`config.mk`:
```
export PLATFORM = sky130hd
export DESIGN_NAME = ahb5_random_subordinate
export DESIGN_NICKNAME = d
export VERILOG_FILES = /design/src/rtl/ahb5_random_subordinate.sv
export SDC_FILE = /design/constraint.sdc
export NUM_CORES = 1
export LEC_CHECK = 0
export CORE_AREA = 4 4 219 221
export DETAILED_ROUTE_END_ITERATION = 10
export DIE_AREA = 0 0 223 225
export GPL_TIMING_DRIVEN = 0
export PLACE_DENSITY = 0.74
export SYNTH_ARGS = -nofsm -noshare
export SYNTH_HDL_FRONTEND = slang
export SYNTH_SLANG_ARGS = --single-unit
```
`constraint.sdc`:
```
create_clock -name HCLK -period 4.7 [get_ports HCLK]
set_input_delay 0.94 -clock HCLK [delete_from_list [all_inputs] [get_ports HCLK]]
set_output_delay 0.94 -clock HCLK [all_outputs]
set_load 0.02 [all_outputs]
```
`src/rtl/ahb5_random_subordinate.sv`:
```
// AHB5 subordinate with 16 words, access-rule checks and two-cycle ERROR responses.
// Define AHB5_RESP_WAIT_STATES_EN to add LFSR-driven wait states; otherwise OKAY transfers are zero-wait.
module ahb5_random_subordinate #(
   parameter logic [31:0] BASE_ADDR = 32'h0000_0000,
   parameter logic [7:0]  LFSR_SEED = 8'hA5
) (
   input  logic        HCLK,
   input  logic        HRESET,
   input  logic        HSEL,
   input  logic [31:0] HADDR,
   input  logic [1:0]  HTRANS,
   input  logic        HWRITE,
   input  logic [2:0]  HSIZE,
   input  logic [2:0]  HBURST,
   input  logic        HMASTLOCK,
   input  logic [3:0]  HPROT,
   input  logic        HNONSEC,
   input  logic [31:0] HWDATA,
   input  logic        HREADY,
   output logic        HREADYOUT,
   output logic        HRESP,
   output logic [31:0] HRDATA,
   output logic [15:0] xfer_count,
   output logic [15:0] err_count
);

   typedef enum logic [1:0] {IDLE, WAIT, ERR1, ERR2} state_t;

   state_t      state_q, state_d;
   logic        dp_act_q, dp_act_d;
   logic        dp_wr_q, dp_wr_d;
   logic [3:0]  dp_idx_q, dp_idx_d;
   logic [1:0]  dp_size_q, dp_size_d;
   logic [1:0]  dp_lo_q, dp_lo_d;
   logic [1:0]  wait_q, wait_d;
   logic [15:0] xfer_q, xfer_d;
   logic [15:0] err_q, err_d;
   logic [31:0] mem_q [16];
   logic [31:0] mem_d [16];
   logic [1:0]  wait_init;
   logic        accept, acc_err, commit;
   logic [3:0]  lane_en;
   logic        unused_inputs;

   function automatic logic [15:0] sat_inc(input logic [15:0] v);
      return (v == 16'hFFFF) ? v : v + 16'd1;
   endfunction

   function automatic logic [3:0] lanes(input logic [1:0] size, input logic [1:0] lo);
      logic [3:0] en;
      case (size)
         2'd0:    en = 4'b0001 << lo;
         2'd1:    en = lo[1] ? 4'b1100 : 4'b0011;
         default: en = 4'b1111;
      endcase
      return en;
   endfunction

   // Upper half of the window is secure-only; word 0 is writable only by privileged masters.
   function automatic logic xfer_err(input logic [31:0] addr, input logic [2:0] size,
                                     input logic wr, input logic priv, input logic nonsec);
      logic out_rgn, bad_size, misalign, sec_hit, priv_hit;
      out_rgn  = (addr[31:6] != BASE_ADDR[31:6]);
      bad_size = (size > 3'b010);
      misalign = ((size == 3'b001) && addr[0]) || ((size == 3'b010) && (addr[1:0] != 2'b00));
      sec_hit  = nonsec && addr[5];
      priv_hit = wr && !priv && (addr[5:2] == 4'd0);
      return out_rgn || bad_size || misalign || sec_hit || priv_hit;
   endfunction

`ifdef AHB5_RESP_WAIT_STATES_EN
   logic [7:0] lfsr_q, lfsr_d;

   always_comb lfsr_d = {lfsr_q[6:0], lfsr_q[7] ^ lfsr_q[5] ^ lfsr_q[4] ^ lfsr_q[3]};

   always_ff @(posedge HCLK) begin
      if (HRESET) lfsr_q <= LFSR_SEED;
      else        lfsr_q <= lfsr_d;
   end

   assign wait_init = lfsr_q[1:0];
`else
   assign wait_init = 2'd0;
`endif

   assign unused_inputs = ^{HBURST, HMASTLOCK, HPROT[3:2], HPROT[0]};
   assign accept        = HSEL && HTRANS[1] && HREADY;
   assign acc_err       = xfer_err(HADDR, HSIZE, HWRITE, HPROT[1], HNONSEC);
   assign lane_en       = lanes(dp_size_q, dp_lo_q);
   assign HRDATA        = (dp_act_q && !dp_wr_q) ? mem_q[dp_idx_q] : 32'd0;
   assign xfer_count    = xfer_q;
   assign err_count     = err_q;

   always_comb begin
      state_d   = state_q;
      dp_act_d  = dp_act_q;
      dp_wr_d   = dp_wr_q;
      dp_idx_d  = dp_idx_q;
      dp_size_d = dp_size_q;
      dp_lo_d   = dp_lo_q;
      wait_d    = wait_q;
      xfer_d    = xfer_q;
      err_d     = err_q;
      HREADYOUT = 1'b1;
      HRESP     = 1'b0;
      commit    = 1'b0;
      case (state_q)
         IDLE: begin
            if (dp_act_q) begin
               commit   = dp_wr_q;
               xfer_d   = sat_inc(xfer_q);
               dp_act_d = 1'b0;
            end
         end
         WAIT: begin
            HREADYOUT = 1'b0;
            wait_d    = wait_q - 2'd1;
            if (wait_q == 2'd1) state_d = IDLE;
         end
         ERR1: begin
            HREADYOUT = 1'b0;
            HRESP     = 1'b1;
            state_d   = ERR2;
         end
         ERR2: begin
            HRESP   = 1'b1;
            err_d   = sat_inc(err_q);
            state_d = IDLE;
         end
         default: state_d = IDLE;
      endcase
      // A new address phase overrides the completion bookkeeping of the previous one.
      if (accept) begin
         if (acc_err) begin
            state_d = ERR1;
         end else begin
            dp_act_d  = 1'b1;
            dp_wr_d   = HWRITE;
            dp_idx_d  = HADDR[5:2];
            dp_size_d = HSIZE[1:0];
            dp_lo_d   = HADDR[1:0];
            wait_d    = wait_init;
            state_d   = (wait_init != 2'd0) ? WAIT : IDLE;
         end
      end
   end

   always_comb begin
      mem_d = mem_q;
      if (commit) begin
         for (int b = 0; b < 4; b++) begin
            if (lane_en[b]) mem_d[dp_idx_q][8*b +: 8] = HWDATA[8*b +: 8];
         end
      end
   end

   always_ff @(posedge HCLK) begin
      if (HRESET) begin
         state_q  <= IDLE;
         dp_act_q <= 1'b0;
         wait_q   <= 2'd0;
         xfer_q   <= 16'd0;
         err_q    <= 16'd0;
         for (int i = 0; i < 16; i++) mem_q[i] <= 32'd0;
      end else begin
         state_q  <= state_d;
         dp_act_q <= dp_act_d;
         wait_q   <= wait_d;
         xfer_q   <= xfer_d;
         err_q    <= err_d;
         mem_q    <= mem_d;
      end
   end

   always_ff @(posedge HCLK) begin
      dp_wr_q   <= dp_wr_d;
      dp_idx_q  <= dp_idx_d;
      dp_size_q <= dp_size_d;
      dp_lo_q   <= dp_lo_d;
   end

endmodule

```
==> reports/qor.csv, run 1 <==
metric;value;unit
run status;finished clean;
VDD IR max;0.000274;V
largest net degree at the start of global routing;20;
# rows;79;
worst reg2reg setup slack;1.80;ns
FMAX;216;MHz
Final Hold Viols;0;
worst min-delay path class;flop to flop;
Synth cell types;60;
die height;225;um
post-synthesis sequential area ratio;0.449;
via count;18713;
final wirelength;71500;um
# fillers;3589;
final setup skew;0.0163;ns
asr flop ratio synth;0;
placed insts;2998;
EDFF count, synth;9;
final core utilization;0.630;
Post-Syn Nets;2342;
dominant synthesized flop cell;dfxtp_1;
Critical R2R Capture;mem_q[16];
Post-Syn Area;0.0251;mm2
worst hold slack;0.459;ns
Final Cycle Share;0.985;
Slew headroom;0.329;
Multi-input gate area;0.0131;mm2
gpl congestion;0.901;
GRT overflow;0;
worst hold start;mem_q[132];
Setup TNS;0;ns
Reg2Reg Depth;6;
first-pass GRT wire length;110000;um
Layout area overhead;15.9;%
CTS root buf;clkbuf_16;
total power;9.54;mW
TritonCTS Buffers;57;
via/cell ratio;6.05;
reg2reg start;dp_idx_q[1];
WL/cell;23.1;um
Setup crit start kind;flop;
Seq cells post-synth;558;
WHS Path Cells;2;
Syn Area/Cell;11.1;um2
Final Max Tran Viols;0;
worst setup path category;flop to primary output;
RSZ-0062 raised after global routing;false;
area of the core;0.0462;mm2
Clk pin slew, worst setup/hold paths;0.06;ns
final std cells w/o fill;3092;
PwrDens;328;mW/mm2
worst slew pin tran;1.01;ns
Critical Path AT;3.69;ns
Lkg Pwr;11.5;nW
Cells after Synth;2252;
post-DP HPWL;50700;um
share of cells above drive strength 1;0.137;
min cycle time layout;4.63;ns
final net count;2538;
Finished Cell Area;0.0291;mm2
final setup margin;0.0700;ns
# H-tree levels;2;
drt first pass iters;5;
antenna violations before repair;0;
Worst Hold End;mem_q[132];
CP Data Required Time;3.76;ns
Die Footprint;0.0502;mm2
CTS max path bufs;3;
Max FO, Critical Path;10;
final-report setup violation count;0;
CTS tree;built;
clk sink count;558;
Maximum Capacitance Violations;0;
DRT antenna net count;0;
postcts setup bufs;0;
vias in the first global route;19413;
pre-CTS setup slack;0.308;ns
CP Capture Type;primary output;
Starting DRT DRC Count;1715;
sequential cell area;0.0113;mm2
starting density of the core;0.543;
worst-skew pair later-pin latency;0.61;ns
Placed Area;0.0272;mm2
Ys Warns;0;
total I/O pin count;149;
antenna cells;0;
drt drc;0;
Die Span X;223;um
Port Buffers;139;
Total Routing Usage GR;0.279;
## critical path, stage by stage (launching register included)
cell	delay, ns
edfxtp_1	0.59
buf_2	0.30
nor3b_2	0.63
clkbuf_1	0.54
a221o_1	0.35
clkdlybuf4s50_1	0.66
## how the worst max path moves through the flow
stage	slack (ns)	from	endpoint
floorplan	1.67	dp_idx_q[0]	HRDATA[14]
global placement	0.32	dp_idx_q[3]	HRDATA[26]
detailed placement	0.31	dp_idx_q[3]	HRDATA[26]
CTS	0.02	dp_idx_q[1]	HRDATA[28]
global route	0.0002	dp_idx_q[0]	HRDATA[10]
finish	0.07	dp_idx_q[2]	HRDATA[8]
## logic make-up after synthesis
family,Yosys count,share of synthesized area
simple gates,722,0.147
mux,644,0.321
flops,558,0.449
buf+inv,173,0.0301
compound gates,144,0.0485
fa+ha+maj,7,0.00349
xor+xnor,4,0.00140
## sequential cells by signal (all words and copies together) (netlist names)
name	cells
dp_act_q	1
dp_idx_q	4
dp_lo_q	2
dp_size_q	2
dp_wr_q	1
err_count	16
mem_q	512
state_q	2
wait_q	2
xfer_count	16
## metal layers
layer	vias up	routed length, um	GRT usage
met3	148	5630	0.0625
met4	0	2360	0.101
met5	-	0	0
met2	760	34500	0.474
met1	9267	29100	0.352
li1	8538	-	-
## synthesized netlist by cell type, drive strengths merged (11+ instances only)
master	number	area share
a221o	32	0.013
a22o	32	0.011
mux2i	514	0.21
dfxtp	549	0.44
nand2	151	0.023
clkbuf	118	0.018
nand3	26	0.0054
o211ai	20	0.0092
nand4	13	0.0035
nor3	45	0.024
nor2	395	0.059
buf	49	0.012
o21ai	13	0.0026
or3	11	0.0027
mux4	128	0.11
a21oi	22	0.0044
## what timing repair did
item	4_1_cts	5_1_grt
setup endpoints to repair	32	10
hold buffers	0	0
resized for setup	14	10
## cell type report
cell class	count	share of cell area
Clock buffer	88	0.0590
Buffer	165	0.0256
Clock inverter	8	0.00323
Timing Repair Buffer	139	0.0478
Inverter	6	0.000775
Sequential cell	558	0.387
Tap cell	607	0.0261
Multi-Input combinational cell	1521	0.450
## layout by cell type, fill, tap and decap left out, types with 12 or more instances in the layout
| master | count |
|---|---|
| a21oi_1 | 22 |
| a221o_1 | 32 |
| a22o_1 | 32 |
| buf_2 | 27 |
| buf_4 | 14 |
| clkbuf_1 | 126 |
| clkbuf_16 | 59 |
| clkbuf_8 | 13 |
| clkdlybuf4s50_1 | 139 |
| dfxtp_1 | 549 |
| mux2i_1 | 514 |
| mux4_2 | 128 |
| nand2_1 | 151 |
| nand3_1 | 25 |
| nand4_1 | 12 |
| nor2_1 | 394 |
| nor3_4 | 33 |
| o211ai_2 | 16 |
| o21ai_0 | 13 |
## where the power goes
group          internal (mW)  total (mW)  switching [mW]
logic                  0.107       0.348           0.241
registers               4.75        4.75         0.00535
clock network           2.59        4.44            1.85
Power figures use the tool's default switching activity.
==> run 2: changes to the inputs <==
--- a/config.mk
+++ b/config.mk
@@ -13,3 +13,4 @@
 export SYNTH_ARGS = -nofsm -noshare
 export SYNTH_HDL_FRONTEND = slang
 export SYNTH_SLANG_ARGS = --single-unit
+export TNS_END_PERCENT = 10
==> run 2 against run 1 <==
Net effect: routed wire length about the same; critical path depth increased by 2; largest power group unchanged; via count increased by 0.23%; setup slack got worse by 0.065 ns; non-clock buffer count up 1; clock skew increased by 0.0014 ns; power about the same.
==> reports/qor.csv, run 2 (synthesis gave the netlist of run 1 again) <==
metric;value;unit
run status;finished clean;
Starting DRT DRC Count;1797;
min cycle time layout;4.70;ns
# rows;79;
worst min-delay path class;flop to flop;
first-pass GRT wire length;110000;um
# fillers;3588;
commonest cells after routing, fill and taps aside;dfxtp_1 (549), mux2i_1 (514), nor2_1 (394), nand2_1 (151), clkdlybuf4s50_1 (139);
starting density of the core;0.543;
CP Capture Type;primary output;
Die Span X;223;um
worst slew pin tran;1.02;ns
drt first pass iters;5;
largest reg by FF count;mem_q;
# H-tree levels;2;
via count;18756;
worst setup path category;flop to primary output;
share of cells above drive strength 1;0.137;
Hold Buf Count CTS;0;
clk sink count;558;
Multi-input gate area;0.0131;mm2
Max FO, Critical Path;10;
final setup margin;0.00467;ns
die height;225;um
Finished Cell Area;0.0291;mm2
Critical Path AT;3.76;ns
reg2reg start;dp_idx_q[1];
Switch Pwr;2.10;mW
Placed Area;0.0272;mm2
max reg flops;512;
postcts setup bufs;0;
total I/O pin count;149;
Clk pin slew, worst setup/hold paths;0.06;ns
Setup crit start kind;flop;
DRT antenna net count;0;
drt drc;0;
final setup skew;0.0178;ns
Port Buffers;139;
sequential cell area;0.0113;mm2
final net count;2539;
worst-skew pair later-pin latency;0.61;ns
Flop pwr share;0.498;
antenna cells;0;
Final Hold Viols;0;
GRT overflow;0;
Lkg Pwr;11.5;nW
Die Footprint;0.0502;mm2
TritonCTS Buffers;57;
final wirelength;71500;um
Layout area overhead;15.9;%
vias in the first global route;19413;
Slew headroom;0.319;
final-report setup violation count;0;
CP Data Required Time;3.76;ns
area of the core;0.0462;mm2
via/cell ratio;6.06;
post-DP HPWL;50700;um
CTS tree;built;
clock share of power;0.465;
sw frac;0.220;
CTS max path bufs;3;
Maximum Capacitance Violations;0;
commonest non-fill, non-tap cell in the layout;dfxtp_1;
combinational fraction of design power;0.037;
internal power;7.44;mW
Total Routing Usage GR;0.279;
worst hold start;mem_q[132];
WL/cell;23.1;um
post-CTS sizing;15;
VDD IR max;0.000272;V
largest net degree at the start of global routing;20;
CTS root buf;clkbuf_16;
FMAX;213;MHz
Worst Setup SP;dp_idx_q[2];
pre-CTS setup slack;0.308;ns
RSZ-0062 raised after global routing;true;
gpl congestion;0.901;
PwrDens;328;mW/mm2
antenna violations before repair;0;
Final Cycle Share;0.999;
Final Max Tran Viols;0;
==> run 2: per-layer routing <==
metal | part of all wire | wire [um] | up-vias | global-route usage
met1 | 0.40 | 28800 | 9294 | 0.353
met4 | 0.034 | 2420 | 0 | 0.103
met3 | 0.083 | 5920 | 148 | 0.0619
li1 | - | - | 8539 | -
met5 | 0 | 0 | - | 0
met2 | 0.48 | 34400 | 775 | 0.473
==> run 2: final cells by class <==
cell class,instances,area share
multi-input cells,1521,0.450
flip-flops and latches,558,0.387
clock buffers,88,0.0590
repair buffers,139,0.0478
well taps,607,0.0261
plain buffers,166,0.0258
clock inverters,8,0.00323
inverters,6,0.000774
==> run 2: final timing paths <==
kind | to | slack, ns | depth (start not counted)
setup / recovery | HRDATA[8] | 0.005 | 7
hold / removal | mem_q[132] | 0.46 | 2
setup reg to reg | mem_q[16] | 1.78 | 6
hold reg to reg | mem_q[132] | 0.46 | 2
==> run 2: stage by stage <==
| stage | std cells | power [mW] | setup TNS (ns) | hold WS, ns | utilization |
|---|---|---|---|---|---|
| after floorplan | 2252 | 5.00 | 0 | 0.432 | - |
| after global routing | 3093 | 9.79 | -0.0440 | 0.472 | 0.630 |
| after CTS | 3093 | 9.58 | 0 | 0.458 | 0.630 |
| after detailed placement | 2998 | 5.20 | 0 | 0.450 | 0.590 |
| final | 3093 | 9.54 | 0 | 0.459 | 0.630 |
| after global placement | 2998 | 5.19 | 0 | 0.440 | 0.590 |
==> run 2: power by group through the flow <==
stage | clock, mW | sequential, mW | combinational [mW]
2_1_floorplan | 0 | 4.86 | 0.149
3_3_place_gp | 0 | 4.86 | 0.337
3_5_place_dp | 0 | 4.86 | 0.342
4_1_cts | 4.48 | 4.75 | 0.345
5_1_grt | 4.67 | 4.75 | 0.369
6_report | 4.44 | 4.75 | 0.349
==> run 2: critical path, cell delays in order (launching register included) <==
cell,delay (ns)
edfxtp_1,0.59
buf_2,0.31
buf_4,0.22
nand2_1,0.08
nor2_2,0.40
clkbuf_1,0.50
a221o_1,0.37
clkdlybuf4s50_1,0.66
==> run 3: changes to the inputs <==
--- a/config.mk
+++ b/config.mk
@@ -5,11 +5,14 @@
 export SDC_FILE = /design/constraint.sdc
 export NUM_CORES = 1
 export LEC_CHECK = 0
-export CORE_AREA = 4 4 219 221
+export CELL_PAD_IN_SITES_DETAIL_PLACEMENT = 0
+export CELL_PAD_IN_SITES_GLOBAL_PLACEMENT = 2
+export CORE_AREA = 4 4 247 249
 export DETAILED_ROUTE_END_ITERATION = 10
-export DIE_AREA = 0 0 223 225
+export DIE_AREA = 0 0 251 253
 export GPL_TIMING_DRIVEN = 0
-export PLACE_DENSITY = 0.74
+export PLACE_DENSITY_LB_ADDON = 0.1
+export SKIP_CTS_REPAIR_TIMING = 1
 export SYNTH_ARGS = -nofsm -noshare
 export SYNTH_HDL_FRONTEND = slang
 export SYNTH_SLANG_ARGS = --single-unit
==> run 3 against run 2 <==
Net effect: setup slack improved by 0.11 ns; combinational power rose by 3%; die area rose by 27%; maximum frequency rose by 2.3%; critical path depth did not move; cell area rose by 1.4%; utilization fell by 13 points; via count fell by 2.2%; final cell count rose by 5.7%.
==> reports/qor.csv, run 3 (synthesis gave the netlist of run 1 again) <==
metric;value;unit
run status;finished clean;
Max FO, Critical Path;10;
GRT overflow;0;
CTS max path bufs;3;
antenna cells;0;
Starting DRT DRC Count;1074;
commonest non-fill, non-tap cell in the layout;dfxtp_1;
pre-CTS setup slack;-0.0458;ns
die height;253;um
final wirelength;79000;um
Lkg Pwr;11.6;nW
RSZ-0062 raised after global routing;true;
# rows;89;
via count;18336;
combinational fraction of design power;0.037;
Finished Cell Area;0.0295;mm2
reg2reg start;state_q[0];
Die Footprint;0.0635;mm2
Reg2Reg Depth;7;
drt drc;0;
Switch Pwr;2.24;mW
clock share of power;0.481;
worst min-delay path class;flop to flop;
Flop pwr share;0.482;
commonest cells after routing, fill and taps aside;dfxtp_1 (549), mux2i_1 (514), nor2_1 (394), nand2_1 (151), clkdlybuf4s50_1 (139);
largest reg by FF count;mem_q;
via/cell ratio;5.61;
starting density of the core;0.427;
Maximum Capacitance Violations;0;
post-DP HPWL;55700;um
drt first pass iters;5;
first-pass GRT wire length;118000;um
Placed Area;0.0274;mm2
Worst Setup SP;dp_idx_q[1];
Final Cycle Share;0.976;
CTS tree;built;
Critical R2R Capture;mem_q[50];
worst-skew pair later-pin latency;0.63;ns
CP Capture Type;primary output;
Final Hold Viols;0;
antenna violations before repair;2;
FMAX;218;MHz
total I/O pin count;149;
min cycle time layout;4.59;ns
CP Data Required Time;3.76;ns
clk sink count;558;
Final Max Tran Viols;0;
WL/cell;24.2;um
Worst setup endpoint;HRDATA[10];
worst reg2reg setup slack;1.91;ns
internal power;7.62;mW
Die Span X;251;um
final-report setup violation count;0;
final setup margin;0.112;ns
final net count;2544;
# H-tree levels;2;
CTS root buf;clkbuf_16;
VDD IR max;0.000293;V
Clk pin slew, worst setup/hold paths;0.06;ns
area of the core;0.0587;mm2
vias in the first global route;18496;
Total Routing Usage GR;0.243;
sw frac;0.227;
share of cells above drive strength 1;0.147;
final setup skew;0.0207;ns
Layout area overhead;17.5;%
Slew headroom;0.226;
max reg flops;512;
Critical Path AT;3.65;ns
gpl congestion;0.842;
Setup crit start kind;flop;
Port Buffers;139;
worst setup path category;flop to primary output;
worst slew pin tran;1.16;ns
PwrDens;334;mW/mm2
largest net degree at the start of global routing;15;
DRT antenna net count;0;
TritonCTS Buffers;61;
-- run 3: how the worst min path moves through the flow --
| stage | startpoint | end | slack (ns) | cells after the start |
|---|---|---|---|---|
| 6_report | mem_q[354] | mem_q[354] | 0.46 | 2 |
| 5_1_grt | mem_q[390] | mem_q[390] | 0.47 | 2 |
| 4_1_cts | mem_q[423] | mem_q[423] | 0.46 | 2 |
| 3_5_place_dp | mem_q[423] | mem_q[423] | 0.45 | 2 |
| 3_3_place_gp | mem_q[65] | mem_q[65] | 0.44 | 2 |
| 2_1_floorplan | mem_q[416] | mem_q[416] | 0.43 | 2 |
-- run 3: critical path: stages (launching register included) --
cell and delay [ns]:
edfxtp_1 0.50, buf_2 0.27, buf_4 0.29, buf_4 0.29, clkbuf_4 0.33, mux4_2 0.41, a221o_1 0.35, clkdlybuf4s50_1 0.59
-- run 3: final cells by class --
class                      instances  area, um2
sequential                       558      11300
timing repair buffer             140       1400
buffer                           166        759
clock inverter                    20        185
inverter                           6       22.5
fill                            5356      29200
multi-input combinational       1521      13100
tap                              773        967
clock buffer                      86       1770
-- run 3: power by group through the flow --
stage	registers (mW)	clock network [mW]	logic [mW]
2_1_floorplan	4.86	0	0.149
3_3_place_gp	4.86	0	0.361
3_5_place_dp	4.86	0	0.363
4_1_cts	4.75	4.83	0.364
5_1_grt	4.75	5.00	0.385
6_report	4.75	4.74	0.361
-- run 3: per-layer routing --
| metal | vias up | track usage | wire length, um |
|---|---|---|---|
| li1 | 8569 | - | - |
| met1 | 9176 | 0.329 | 34600 |
| met2 | 482 | 0.410 | 38300 |
| met3 | 109 | 0.0402 | 4500 |
| met4 | 0 | 0.0598 | 1630 |
| met5 | - | 0 | 0 |
-- run 3: stage by stage --
| stage | instances | hold slack [ns] | power (mW) | utilization | TNS (ns) |
|---|---|---|---|---|---|
| 2_1_floorplan | 2252 | 0.432 | 5.00 | - | 0 |
| 3_3_place_gp | 3164 | 0.442 | 5.22 | 0.468 | -0.0401 |
| 3_5_place_dp | 3164 | 0.450 | 5.22 | 0.468 | -0.0458 |
| 4_1_cts | 3270 | 0.458 | 9.95 | 0.501 | -17.07 |
| 5_1_grt | 3270 | 0.475 | 10.1 | 0.502 | 0 |
| 6_report | 3270 | 0.458 | 9.86 | 0.502 | 0 |
